`src/rtl/dht11_frame_rx_if.sv`:
```
// Sensor-side bundle for dht11_frame_rx: line/enable inputs, status strobes, decoded bytes and stats.
// master = receiver block, slave = sequencing controller / display consumer.
interface dht11_frame_rx_if;
    logic        rx_en;
    logic        dht_in;
    logic        busy;
    logic [5:0]  bit_cnt;
    logic        frame_valid;
    logic        chk_err;
    logic        timeout_err;
    logic [7:0]  hum_int;
    logic [7:0]  hum_dec;
    logic [7:0]  tmp_int;
    logic [7:0]  tmp_dec;
    logic [15:0] good_cnt;
    logic [15:0] err_cnt;

    modport master (
        input  rx_en, dht_in,
        output busy, bit_cnt, frame_valid, chk_err, timeout_err,
               hum_int, hum_dec, tmp_int, tmp_dec, good_cnt, err_cnt
    );

    modport slave (
        output rx_en, dht_in,
        input  busy, bit_cnt, frame_valid, chk_err, timeout_err,
               hum_int, hum_dec, tmp_int, tmp_dec, good_cnt, err_cnt
    );
endinterface

```
`src/rtl/dht11_frame_rx.sv`:
```
// DHT11 single-wire frame receiver: times response/data pulses, decodes 40 bits, verifies checksum.
// Optional good/error frame counters are enabled by defining DHT_FRAME_RX_STATS_EN.
module dht11_frame_rx #(
    parameter int CLK_FREQ_HZ   = 100_000_000,
    parameter int BIT_THRESH_US = 50,
    parameter int TIMEOUT_US    = 255
) (
    input  logic             clk,
    input  logic             rst,
    dht11_frame_rx_if.master bus
);
    localparam int DIV = (CLK_FREQ_HZ / 1_000_000 < 1) ? 1 : CLK_FREQ_HZ / 1_000_000;
    localparam int PW  = (DIV > 1) ? $clog2(DIV) : 1;

    typedef enum logic [2:0] {
        IDLE,
        RESP_LOW,
        RESP_HIGH,
        BIT_LOW,
        BIT_HIGH,
        CHECK
    } state_t;

    state_t        state_q, state_d;
    logic [PW-1:0] pre_cnt;
    logic          tick;
    logic          sync1, sync2, sync3;
    logic          rise, fall;
    logic [7:0]    width;
    logic [39:0]   shreg;
    logic [5:0]    bit_cnt_q;
    logic          start, shift_en, good, bad, tmo, bit_val;
    logic [7:0]    sum;
    logic          fv_q, ce_q, te_q;
    logic [7:0]    hi_q, hd_q, ti_q, td_q;

    assign tick = (pre_cnt == PW'(DIV - 1));

    always_ff @(posedge clk or posedge rst) begin
        if (rst)       pre_cnt <= '0;
        else if (tick) pre_cnt <= '0;
        else           pre_cnt <= pre_cnt + 1'b1;
    end

    // Synchronisers reset to the idle (pulled-up) level so reset release is not seen as an edge.
    always_ff @(posedge clk or posedge rst) begin
        if (rst) begin
            sync1 <= 1'b1;
            sync2 <= 1'b1;
            sync3 <= 1'b1;
        end else begin
            sync1 <= bus.dht_in;
            sync2 <= sync1;
            sync3 <= sync2;
        end
    end

    assign rise = sync2 & ~sync3;
    assign fall = ~sync2 & sync3;
    assign sum  = shreg[39:32] + shreg[31:24] + shreg[23:16] + shreg[15:8];

    // Counting the tick of the closing cycle makes the measured width exact in whole microseconds.
    assign bit_val = ({1'b0, width} + {8'd0, tick}) > 9'(BIT_THRESH_US);

    always_comb begin
        state_d  = state_q;
        start    = 1'b0;
        shift_en = 1'b0;
        good     = 1'b0;
        bad      = 1'b0;
        tmo      = 1'b0;
        if (state_q == IDLE) begin
            if (bus.rx_en && !sync2) begin
                state_d = RESP_LOW;
                start   = 1'b1;
            end
        end else if (!bus.rx_en) begin
            state_d = IDLE;
        end else if (width >= 8'(TIMEOUT_US)) begin
            state_d = IDLE;
            tmo     = 1'b1;
        end else begin
            case (state_q)
                RESP_LOW:  if (rise) state_d = RESP_HIGH;
                RESP_HIGH: if (fall) state_d = BIT_LOW;
                BIT_LOW:   if (rise) state_d = BIT_HIGH;
                BIT_HIGH: begin
                    if (fall) begin
                        shift_en = 1'b1;
                        state_d  = (bit_cnt_q == 6'd39) ? CHECK : BIT_LOW;
                    end
                end
                CHECK: begin
                    state_d = IDLE;
                    if (sum == shreg[7:0]) good = 1'b1;
                    else                   bad  = 1'b1;
                end
                default: state_d = IDLE;
            endcase
        end
    end

    always_ff @(posedge clk or posedge rst) begin
        if (rst) begin
            state_q   <= IDLE;
            width     <= '0;
            shreg     <= '0;
            bit_cnt_q <= '0;
            fv_q      <= 1'b0;
            ce_q      <= 1'b0;
            te_q      <= 1'b0;
            hi_q      <= '0;
            hd_q      <= '0;
            ti_q      <= '0;
            td_q      <= '0;
        end else begin
            state_q <= state_d;
            if (state_d != state_q)           width <= '0;
            else if (tick && width != 8'hFF)  width <= width + 8'd1;
            if (start) begin
                bit_cnt_q <= '0;
                shreg     <= '0;
            end else if (shift_en) begin
                bit_cnt_q <= bit_cnt_q + 6'd1;
                shreg     <= {shreg[38:0], bit_val};
            end
            fv_q <= good;
            ce_q <= bad;
            te_q <= tmo;
            if (good) begin
                hi_q <= shreg[39:32];
                hd_q <= shreg[31:24];
                ti_q <= shreg[23:16];
                td_q <= shreg[15:8];
            end
        end
    end

    assign bus.busy        = (state_q != IDLE);
    assign bus.bit_cnt     = bit_cnt_q;
    assign bus.frame_valid = fv_q;
    assign bus.chk_err     = ce_q;
    assign bus.timeout_err = te_q;
    assign bus.hum_int     = hi_q;
    assign bus.hum_dec     = hd_q;
    assign bus.tmp_int     = ti_q;
    assign bus.tmp_dec     = td_q;

`ifdef DHT_FRAME_RX_STATS_EN
    logic [15:0] good_cnt_q, err_cnt_q;

    // Counters move on the same edge that raises the matching strobe.
    always_ff @(posedge clk or posedge rst) begin
        if (rst) begin
            good_cnt_q <= '0;
            err_cnt_q  <= '0;
        end else begin
            if (good && good_cnt_q != 16'hFFFF)
                good_cnt_q <= good_cnt_q + 16'd1;
            if ((bad || tmo) && err_cnt_q != 16'hFFFF)
                err_cnt_q <= err_cnt_q + 16'd1;
        end
    end

    assign bus.good_cnt = good_cnt_q;
    assign bus.err_cnt  = err_cnt_q;
`else
    assign bus.good_cnt = 16'd0;
    assign bus.err_cnt  = 16'd0;
`endif
endmodule

```
`src/flat_wrapper.sv`:
```
// flat-port wrapper written by rule: the top's interface ports become plain ports
module dht11_frame_rx_flat 
#(
    parameter int CLK_FREQ_HZ   = 100_000_000,
    parameter int BIT_THRESH_US = 50,
    parameter int TIMEOUT_US    = 255
)
  (clk, rst, bus_rx_en, bus_dht_in, bus_busy, bus_bit_cnt, bus_frame_valid, bus_chk_err, bus_timeout_err, bus_hum_int, bus_hum_dec, bus_tmp_int, bus_tmp_dec, bus_good_cnt, bus_err_cnt);
  dht11_frame_rx_if bus_i ();
  input  logic clk;
  input  logic rst;
  input wire logic [$bits(bus_i.rx_en)-1:0] bus_rx_en;
  input wire logic [$bits(bus_i.dht_in)-1:0] bus_dht_in;
  output wire logic [$bits(bus_i.busy)-1:0] bus_busy;
  output wire logic [$bits(bus_i.bit_cnt)-1:0] bus_bit_cnt;
  output wire logic [$bits(bus_i.frame_valid)-1:0] bus_frame_valid;
  output wire logic [$bits(bus_i.chk_err)-1:0] bus_chk_err;
  output wire logic [$bits(bus_i.timeout_err)-1:0] bus_timeout_err;
  output wire logic [$bits(bus_i.hum_int)-1:0] bus_hum_int;
  output wire logic [$bits(bus_i.hum_dec)-1:0] bus_hum_dec;
  output wire logic [$bits(bus_i.tmp_int)-1:0] bus_tmp_int;
  output wire logic [$bits(bus_i.tmp_dec)-1:0] bus_tmp_dec;
  output wire logic [$bits(bus_i.good_cnt)-1:0] bus_good_cnt;
  output wire logic [$bits(bus_i.err_cnt)-1:0] bus_err_cnt;
  assign bus_i.rx_en = bus_rx_en;
  assign bus_i.dht_in = bus_dht_in;
  assign bus_busy = bus_i.busy;
  assign bus_bit_cnt = bus_i.bit_cnt;
  assign bus_frame_valid = bus_i.frame_valid;
  assign bus_chk_err = bus_i.chk_err;
  assign bus_timeout_err = bus_i.timeout_err;
  assign bus_hum_int = bus_i.hum_int;
  assign bus_hum_dec = bus_i.hum_dec;
  assign bus_tmp_int = bus_i.tmp_int;
  assign bus_tmp_dec = bus_i.tmp_dec;
  assign bus_good_cnt = bus_i.good_cnt;
  assign bus_err_cnt = bus_i.err_cnt;
  dht11_frame_rx #(.CLK_FREQ_HZ(CLK_FREQ_HZ), .BIT_THRESH_US(BIT_THRESH_US), .TIMEOUT_US(TIMEOUT_US)) u_core (.clk(clk), .rst(rst), .bus(bus_i));
endmodule
```
`config.mk`:
```
export PLATFORM = sky130hd
export DESIGN_NAME = dht11_frame_rx_flat
export DESIGN_NICKNAME = d
export VERILOG_FILES = /design/src/rtl/dht11_frame_rx_if.sv /design/src/rtl/dht11_frame_rx.sv /design/src/flat_wrapper.sv
export SDC_FILE = /design/constraint.sdc
export NUM_CORES = 1
export LEC_CHECK = 0
export CORE_MARGIN = 3
export CORE_UTILIZATION = 59
export DETAILED_ROUTE_END_ITERATION = 6
export PLACE_DENSITY = 0.95
export SLEW_MARGIN = 0
export SYNTH_ARGS = -nofsm -noshare
export SYNTH_HDL_FRONTEND = slang
export SYNTH_SLANG_ARGS = --single-unit
```
`constraint.sdc`:
```
create_clock -name clk -period 8.62 [get_ports clk]
set_input_delay 2.155 -clock clk [delete_from_list [all_inputs] [get_ports clk]]
set_output_delay 2.155 -clock clk [all_outputs]
set_load 0.05 [all_outputs]
```
[After elaboration in Yosys (flattened, before gate mapping)]
Index checks and enable logic that the tools add are counted.
Storage, ports and cells
  bits in registers: 102
  output and inout bits: 74
  logic and storage cells: 82
  input port bits: 4
Cells by class
  equality and inequality tests: 10
  bitwise logic cells: 4
  magnitude comparators: 2
  reduce and logical (&&, ||, !) cells: 7
  $add $sub $neg: 7
  mux-type cells: 37
Operators with widths (count)
  $mux W40: 2
  $mux W3: 9
  $add A8 B8 Y8: 3
  $mux W1: 20
  $mux W8: 2
  $mux W6: 2
  $pmux W3 S4: 1
  $add A8 B1 Y9: 1
  $gt A9 B6 Y1 const B: 1
  $add A8 B1 Y8 const B: 1
  $eq A8 B8 Y1: 1
  $ge A8 B8 Y1 const B: 1
  $ne A8 B8 Y1 const B: 1
  $add A7 B1 Y7 const B: 1
  $eq A7 B7 Y1 const B: 1
  $mux W7: 1
  $add A6 B1 Y6 const B: 1
  $eq A3 B2 Y1 const B: 2
  $eq A3 B3 Y1 const B: 2
  $eq A6 B6 Y1 const B: 1
  $reduce_bool A2 Y1: 2
  $eq A3 B1 Y1 const B: 1
  $logic_not A3 Y1: 1
  $ne A3 B3 Y1: 1
  5 further kinds: 8

[Depth between registers and ports, before layout]
Gate-level depths: netlist of run 1.
  word-level depth: 9
  gate-level depth with buffers: 13
  gate-level depth less buffers: 12

[Worst setup path after synthesis of run 1]
Ideal clock, no wire load.
  path type: register -> register
  start point: register u_core.shreg[9]
  end point: register u_core.td_q[1] (netlist: u_core.bus.tmp_dec[1])
  buffers on the path: 1
  data required time: 8495 ps
  setup time: 125 ps
  arrival: 3670 ps
  period minus slack after synthesis: 3795 ps
  setup slack: 4825 ps
  stages on the path, launching flop included: 14
  cells stage by stage: dfrtp_1 -> fa_1 -> inv_1 -> fa_1 -> inv_1 -> ha_1 -> fa_1 -> a21o_1 -> a21oi_1 -> xnor2_1 -> nand3_1 -> nor4_4 -> buf_6 -> mux2_2
On the way
  longest elaborated chain between the ends: 7
RTL lines
  start: declaration: RTL line dht11_frame_rx.sv:30  | logic [39:0] shreg;
  start signal: assignment: RTL line dht11_frame_rx.sv:125  | shreg <= {shreg[38:0], bit_val};
  $add A8 B8 Y8: RTL line dht11_frame_rx.sv:60  | assign sum = shreg[39:32] + shreg[31:24] + shreg[23:16] + shreg[15:8];
  $eq A8 B8 Y1: RTL line dht11_frame_rx.sv:95  | if (sum == shreg[7:0]) good = 1'b1;
  $mux W1: RTL line dht11_frame_rx.sv:95
  $mux W1: RTL line dht11_frame_rx.sv:83  | case (state_q)
  $mux W1: RTL line dht11_frame_rx.sv:79  | end else if (width >= 8'(TIMEOUT_US)) begin
  $mux W1: RTL line dht11_frame_rx.sv:77  | end else if (!bus.rx_en) begin
  $mux W1: RTL line dht11_frame_rx.sv:72  | if (state_q == IDLE) begin
  end signal: assignment: RTL line dht11_frame_rx.sv:134  | td_q <= shreg[15:8];
  end: declaration: RTL line dht11_frame_rx.sv:35  | logic [7:0] hi_q, hd_q, ti_q, td_q;
Parallel ways exist; a longest one is shown, timed or not.
A chain may end at the register's enable or synchronous reset.

[Worst setup path after layout of run 1]
  start point: register u_core.shreg[9]
  end point: register u_core.td_q[2] (netlist: u_core.bus.tmp_dec[2])
On the way
  longest elaborated chain between the ends: 7
RTL lines (RTL line)
  $add A8 B8 Y8: dht11_frame_rx.sv:60
  $eq A8 B8 Y1: dht11_frame_rx.sv:95
  $mux W1: dht11_frame_rx.sv:95
  $mux W1: dht11_frame_rx.sv:83
  $mux W1: dht11_frame_rx.sv:79
  $mux W1: dht11_frame_rx.sv:77
  $mux W1: dht11_frame_rx.sv:72
Every way passes these cells.

==> run_results.csv, run 1 <==
group,metric,value,unit
clocking,cts_resized,0,
power_and_ir_drop,clockPowerShare,35.6,%
logic_synthesis,ys_seq_area_share,48.61,%
floorplanning,ioPinCount,78,
hold_path,hold_class,"flop to flop",
critical_path,crit_chain,"fa_1, inv_1, fa_1, inv_1, ha_1, fa_1, a21o_1, a21oi_1, xnor2_1, nand3_1, nor4_4, buf_4, mux2_2",
logic_synthesis,synth-seq-cells,102,
logic_synthesis,synth_top_cell_area_share,47.11,%
status,status,"finished, final reports clean",
logic_synthesis,syn-instance-count,504,
sta,finalClockSkew,0.01289,ns
power_and_ir_drop,power_per_cell_area,147.5,mW/mm^2
power_and_ir_drop,power.switching,231.8,uW
critical_path,crit_fanout,25,
layout,finalInstanceArea,0.005833,sq mm
clocking,htreeDepth,3,
critical_path,crit_path_top_delay_cell,"fa_1",
sta,finalHoldViolCount,0,
drt,via_count,3703,
grt,grtUsageTotal,21.76,%
drt,ant_nets,0,
clocking,cts_hold_buffers,0,
logic_synthesis,synth_area_per_cell,10.43,sq um
clocking,clk_latency,0.38,ns
logic_synthesis,synth_cell_types,52,
placement,hpwl,7.355,mm
power_and_ir_drop,p_leak,2.712,nW
sta,slew_headroom,16.83,%
logic_synthesis,syn-cell-area,0.005259,sq mm
sta,fmax,0.2259,GHz
drt,wire_per_inst,15.92,um
drt,drtPass1Iterations,5,
layout,syn2layout_area_growth,10.92,%
drt,drt-vias-per-instance,5.715,
layout,final_util,69.25,%
power_and_ir_drop,peakVddDrop,0.09862,mV
sta,finalSetupViolCount,0,
critical_path,cpPeakStageDelay,0.56,ns
layout,drive_gt1_share,10.87,%
layout,diodes,0,
logic_synthesis,synthTopCellsByArea,"dfrtp_1, mux2_2, nand2_1",
placement,gp_congestion,0.8767,
logic_synthesis,synth_top_area_cell,"dfrtp_1",
logic_synthesis,synth.most_common_cell,"dfrtp_1",
clocking,cts_buffers,9,
floorplanning,fp-row-count,33,
placement,io_buffers,45,
power_and_ir_drop,seqPwrFrac,56.3,%
power_and_ir_drop,switching_share,26.93,%
sta,drv_slew,0,
floorplanning,start_util,62.43,%
power_and_ir_drop,p_int,628.8,uW
clocking,post_cts_buffers,0,
layout,nNetsFinal,568,
logic_synthesis,synth-edff-count,0,
placement,dpl-instance-area,0.005630,sq mm
sta,fin_crit,4.428,ns
grt,grt_pass1_wl,17.32,mm
critical_path,crit_top_cell,"fa_1",
sta,rsz0062_at_grt,"no",
clocking,clock_sinks,102,
drt,route.detailed.drc,0,
grt,antenna_found_initial,0,
logic_synthesis,yosys_warnings,0,
sta,tightest_slew,1.248,ns
grt,grt_pass1_vias,3634,
floorplanning,die_area,0.01008,sq mm
logic_synthesis,postSynth.asyncResetShare,100.0,%
sta,setup_tns,0,ns
floorplanning,fp.dieW,100.4,um
clocking,cts.clk_slew.worst_paths,0.09,ns
grt,grt_overflow_total,0,
floorplanning,coreArea,0.008423,sq mm
critical_path,start_kind,"flop",
power_and_ir_drop,p_comb_share,8.1,%
clocking,root_buffer,"clkbuf_8",
sta,post-route-period-util,51.37,%
drt,wirelength,10.32,mm
logic_synthesis,synth_top_cells_by_count,"dfrtp_1, nand2_1, o21ai_0",
critical_path,cp.required,8.88,ns
clocking,clock_path_buffers,2,
critical_path,crit_type,"flop to flop",
clocking,cts_tree,"done",
grt,grt_max_degree,87,
critical_path,arrival,4.69,ns
critical_path,crit_path_end_kind,"flop",
drt,drtIter0Drc,210,
floorplanning,die_h,100.4,um
critical_path,rrSetupSlack,4.19,ns
logic_synthesis,synth_ff_type,"dfrtp_1",
run,maxCapViolations,0,
-- worst max-delay path, delay by kind of cell (launching register included) --
family	cells	cell delay (ns)
xor+xnor	1	0.14
compound gates	2	0.40
flops	1	0.46
buf+inv	3	0.52
mux	1	0.38
simple gates	2	0.70
fa+ha+maj	4	1.70
-- cell type report --
type                       count  area (sq um)
fill                         589          2590
clock buffer                   9         123.9
tap                          105         131.4
clock inverter                 7         78.83
multi-input combinational    362          2407
inverter                      14         55.05
sequential                   102          2556
timing repair buffer          49         480.5
-- registers in the layout (all words and copies together) (netlist names), 3 cells and up --
| name | cells |
|---|---|
| u_core.shreg | 40 |
| u_core.bus.tmp_dec | 8 |
| u_core.state_q | 3 |
| u_core.pre_cnt | 7 |
| u_core.width | 8 |
| u_core.bus.bit_cnt | 6 |
| u_core.bus.hum_dec | 8 |
| u_core.bus.hum_int | 8 |
| u_core.bus.tmp_int | 8 |
-- path summary, 6_finish.rpt --
kind,cells after the start,endpoint,startpoint
setup reg to reg,13,u_core.bus.tmp_dec[2]$_DFFE_PP0P_,u_core.shreg[9]$_DFFE_PP0P_
setup / recovery,13,u_core.bus.tmp_dec[2]$_DFFE_PP0P_,u_core.shreg[9]$_DFFE_PP0P_
hold / removal,0,u_core.sync2$_DFF_PP1_,u_core.sync1$_DFF_PP1_
min in group asynchronous,2,u_core.pre_cnt[0]$_DFF_PP0_,rst
max in group asynchronous,3,u_core.pre_cnt[3]$_DFF_PP0_,rst
hold reg to reg,0,u_core.sync2$_DFF_PP1_,u_core.sync1$_DFF_PP1_
-- stage by stage --
stage | std cells | power, mW | hold slack (ns) | setup slack (ns)
floorplan | 535 | 0.5631 | 0.3452 | 3.794
global placement | 632 | 0.5614 | 0.3458 | 4.009
detailed placement | 632 | 0.5628 | 0.3475 | 3.910
CTS | 648 | 0.8655 | 0.3618 | 4.165
global route | 648 | 0.8911 | 0.3630 | 3.895
finish | 648 | 0.8606 | 0.3599 | 4.192
-- power by group through the flow --
stage	logic [mW]	registers (mW)	clock network, mW
final	0.0694	0.485	0.307
after global routing	0.0743	0.485	0.332
after CTS	0.0692	0.484	0.312
after detailed placement	0.0691	0.494	0
after global placement	0.0679	0.493	0
after floorplan	0.0707	0.492	0
-- cell families after synthesis --
| group | count (synthesis) | share of synthesized area, % |
|---|---|---|
| AO/OA/AOI/OAI | 78 | 8.827 |
| XOR/XNOR | 31 | 5.163 |
| adder cells (fa/ha/maj) | 26 | 8.185 |
| buffers and inverters | 71 | 7.851 |
| flip-flops | 102 | 48.61 |
| multiplexers | 36 | 7.614 |
| other | 1 | 0.07131 |
| AND/OR/NAND/NOR | 159 | 13.68 |
-- placed cells by master (no fill, tap or decap), types with 2 or more instances in the layout --
cell and instances:
xnor2_1 19, nor2_1 28, a31oi_1 4, o31a_1 2, clkbuf_8 9, a21oi_1 10
fa_1 14, dfstp_2 3, dfrtp_1 99, o21ai_0 39, conb_1 32, o21ai_1 4
nand2b_1 3, nand3_1 13, clkdlybuf4s50_1 45, nand2_1 86, or3_1 3, o31ai_1 5
nor3_1 6, nor4_1 2, nor2b_1 5, nand4_1 3, ha_1 12, inv_6 3
inv_1 13, clkinv_4 2, mux2_2 31, buf_4 4, mux2i_1 4, and3_1 2
xor2_1 12, o22ai_1 3
-- metal layers --
metal,wire [um],part of all wire (%),global-route usage (%),up-vias
met3,581,5.6,5.420,31
met2,5403,52,37.92,130
met5,0,0,0,-
li1,-,-,-,1694
met4,299,2.9,7.150,0
met1,4034,39,26.48,1848
Note: power is estimated with default switching activity, not from simulation.
==> run 2: changes to the inputs <==
Settings changed: CORE_UTILIZATION 59 to 55, PLACE_DENSITY 0.95 to 0.9.
Clock period 8.62 ns to 4.3 ns, I/O delays scaled along.
==> run 2 against run 1 <==
Compared with the run above:
- final cell count rose by 4.2%
- critical path depth shrank 1
- combinational power grew 100%
- total power up 120%
- flip-flop and latch count unchanged
- die area grew 6.8%
- clock skew fell by 0.0010 ns
- routed wire length up 0.72%
- global-route usage down 1.7 points
- non-clock buffer count rose by 3
- via count shrank 2.1%
- hold slack better by 0.0050 ns
- critical endpoint is now u_core.bus.hum_dec[0]$_DFFE_PP0P_
- largest cell class unchanged
- highest routed layer unchanged
==> run_results.csv, run 2 (same netlist as run 1, synthesis figures left out) <==
group,metric,value,unit
status,status,"finished, final reports clean",
drt,route.detailed.drc,0,
clocking,clock_path_buffers,2,
critical_path,crit_chain,"fa_1, inv_1, fa_1, inv_1, ha_1, fa_1, xor2_1, nor4_1, nand3_1, nor4_4, buf_4, mux2_2",
critical_path,cp.required,4.56,ns
sta,finalHoldViolCount,0,
hold_path,hold_class,"flop to flop",
layout,regMostFlops,"u_core.shreg",
sta,post-route-period-util,94.36,%
placement,io_buffers,45,
critical_path,rrSetupSlack,0.24,ns
sta,tightest_slew,0.7721,ns
clocking,clock_sinks,102,
critical_path,reg2reg_to,"u_core.bus.hum_dec[0]$_DFFE_PP0P_",
layout,fillers,689,
drt,wire_per_inst,15.40,um
critical_path,start_kind,"flop",
grt,antenna_found_initial,0,
power_and_ir_drop,power_per_cell_area,312.0,mW/mm^2
clocking,htreeDepth,3,
clocking,clk_latency,0.37,ns
critical_path,cpPeakStageDelay,0.55,ns
clocking,root_buffer,"clkbuf_8",
hold_path,min-delay-start,"u_core.sync1$_DFF_PP1_",
drt,drt-vias-per-instance,5.370,
clocking,cts_buffers,9,
hold_path,hold_depth,0,
floorplanning,fp.dieW,103.8,um
power_and_ir_drop,peakVddDrop,0.1617,mV
drt,ant_nets,0,
layout,final_cell_mix,"dfrtp_1, nand2_1, clkdlybuf4s50_1, o21ai_0, conb_1",
critical_path,crit_top_cell,"fa_1",
layout,drive_gt1_share,11.36,%
placement,gp_congestion,0.8954,
clocking,post_cts_buffers,0,
drt,drtIter0Drc,209,
layout,syn2layout_area_growth,12.87,%
sta,holdWs,0.3649,ns
drt,via_count,3625,
clocking,cts_tree,"done",
grt,grt_pass1_vias,3618,
clocking,cts_resized,0,
critical_path,rr_worst_depth,12,
layout,largest_reg_flops,40,
drt,wirelength,10.39,mm
sta,fmax,0.2465,GHz
grt,grt_pass1_wl,17.62,mm
layout,final_common_cell,"dfrtp_1",
critical_path,crit_type,"flop to flop",
sta,fin_crit,4.058,ns
run,maxCapViolations,0,
grt,grtUsageTotal,20.06,%
grt,grt_overflow_total,0,
sta,setup_tns,0,ns
critical_path,crit_path_top_delay_cell,"fa_1",
critical_path,crit_fanout,19,
placement,hpwl,7.436,mm
sta,drv_slew,0,
grt,grt_max_degree,81,
floorplanning,fp-row-count,35,
critical_path,arrival,4.31,ns
placement,post-place-ws,0.2362,ns
clocking,cts_hold_buffers,0,
sta,fin_ws,0.2424,ns
critical_path,r2r-start,"u_core.shreg[9]$_DFFE_PP0P_",
floorplanning,die_h,103.8,um
sta,finalClockSkew,0.01186,ns
critical_path,setup.worst_path.start,"u_core.shreg[9]$_DFFE_PP0P_",
hold_path,worstHoldEndpoint,"u_core.sync2$_DFF_PP1_",
sta,rsz0062_at_grt,"no",
floorplanning,start_util,56.64,%
floorplanning,ioPinCount,78,
clocking,cts.clk_slew.worst_paths,0.10,ns
power_and_ir_drop,p_leak,2.746,nW
sta,slew_headroom,48.53,%
critical_path,crit_path_end_kind,"flop",
floorplanning,coreArea,0.009284,sq mm
drt,drtPass1Iterations,4,
layout,nNetsFinal,571,
layout,diodes,0,
sta,finalSetupViolCount,0,
floorplanning,die_area,0.01077,sq mm
==> run 2: changes by cell type in the layout (fill, tap and decap cells not counted) <==
cell / previous run / this run
bufinv_16: 1 / 3
buf_4: 4 / 7
inv_6: 3 / 2
clkinv_4: 2 / 0
clkinv_2: 1 / 0
clkbuf_8: 9 / 10
clkinvlp_4: 0 / 1
==> run 2: worst max path at each step <==
stage                                         to  slack (ns)  cells past startpoint
2_1_floorplan  u_core.bus.tmp_dec[1]$_DFFE_PP0P_        0.50                     13
3_3_place_gp   u_core.bus.hum_dec[0]$_DFFE_PP0P_        0.42                     13
3_5_place_dp   u_core.bus.hum_dec[1]$_DFFE_PP0P_        0.24                     12
4_1_cts        u_core.bus.hum_dec[0]$_DFFE_PP0P_        0.22                     12
5_1_grt        u_core.bus.hum_dec[0]$_DFFE_PP0P_        0.11                     13
6_report       u_core.bus.hum_dec[0]$_DFFE_PP0P_        0.24                     12
==> run 2: per-layer routing <==
metal / up-vias / part of all wire, % / global-route usage, %
met1: 1802 / 43 / 25.86
met4: 0 / 2.4 / 7.597
li1: 1707 / - / -
met2: 93 / 51 / 33.97
met5: - / 0 / 0
met3: 23 / 3.8 / 3.676
==> run 2: where the power goes <==
part / switching [mW] / internal (mW)
Combinational: 0.119 / 0.0220
Clock: 0.333 / 0.406
Sequential: 0.00731 / 0.964
==> run 2: through the flow <==
stage	total power, mW	std cells	utilization [%]	cell area (sq um)
after floorplan	1.129	535	-	5375
after global placement	1.127	659	61.21	5683
after detailed placement	1.131	659	61.21	5683
after CTS	1.862	675	63.94	5936
after global routing	1.912	675	63.94	5936
final	1.852	675	63.94	5936
==> run 2: cell type report <==
cell class                      instances  area [sq um]  share of cell area [%]
Timing Repair Buffer                   52         503.0                   8.474
Clock inverter                          6         115.1                   1.939
Tap cell                              129         161.4                   2.719
Multi-Input combinational cell        362          2407                   40.56
Clock buffer                           10         137.6                   2.319
Inverter                               14         55.05                  0.9275
Sequential cell                       102          2556                   43.06
==> run 2: worst max-delay path: cells and delay by family (launching register included) <==
family | cells | cell delay, ns
adders and majority gates | 4 | 1.74
and+or+nand+nor | 3 | 0.80
DFF | 1 | 0.44
buffers and inverters | 3 | 0.42
muxes | 1 | 0.38
xor gates and xnor gates | 1 | 0.17
==> run 3: changes to the inputs <==
Settings changed: TNS_END_PERCENT from default to 30.
==> results of run 3 <==
No change in the layout: final DEF, timing and power equal those of run 2.
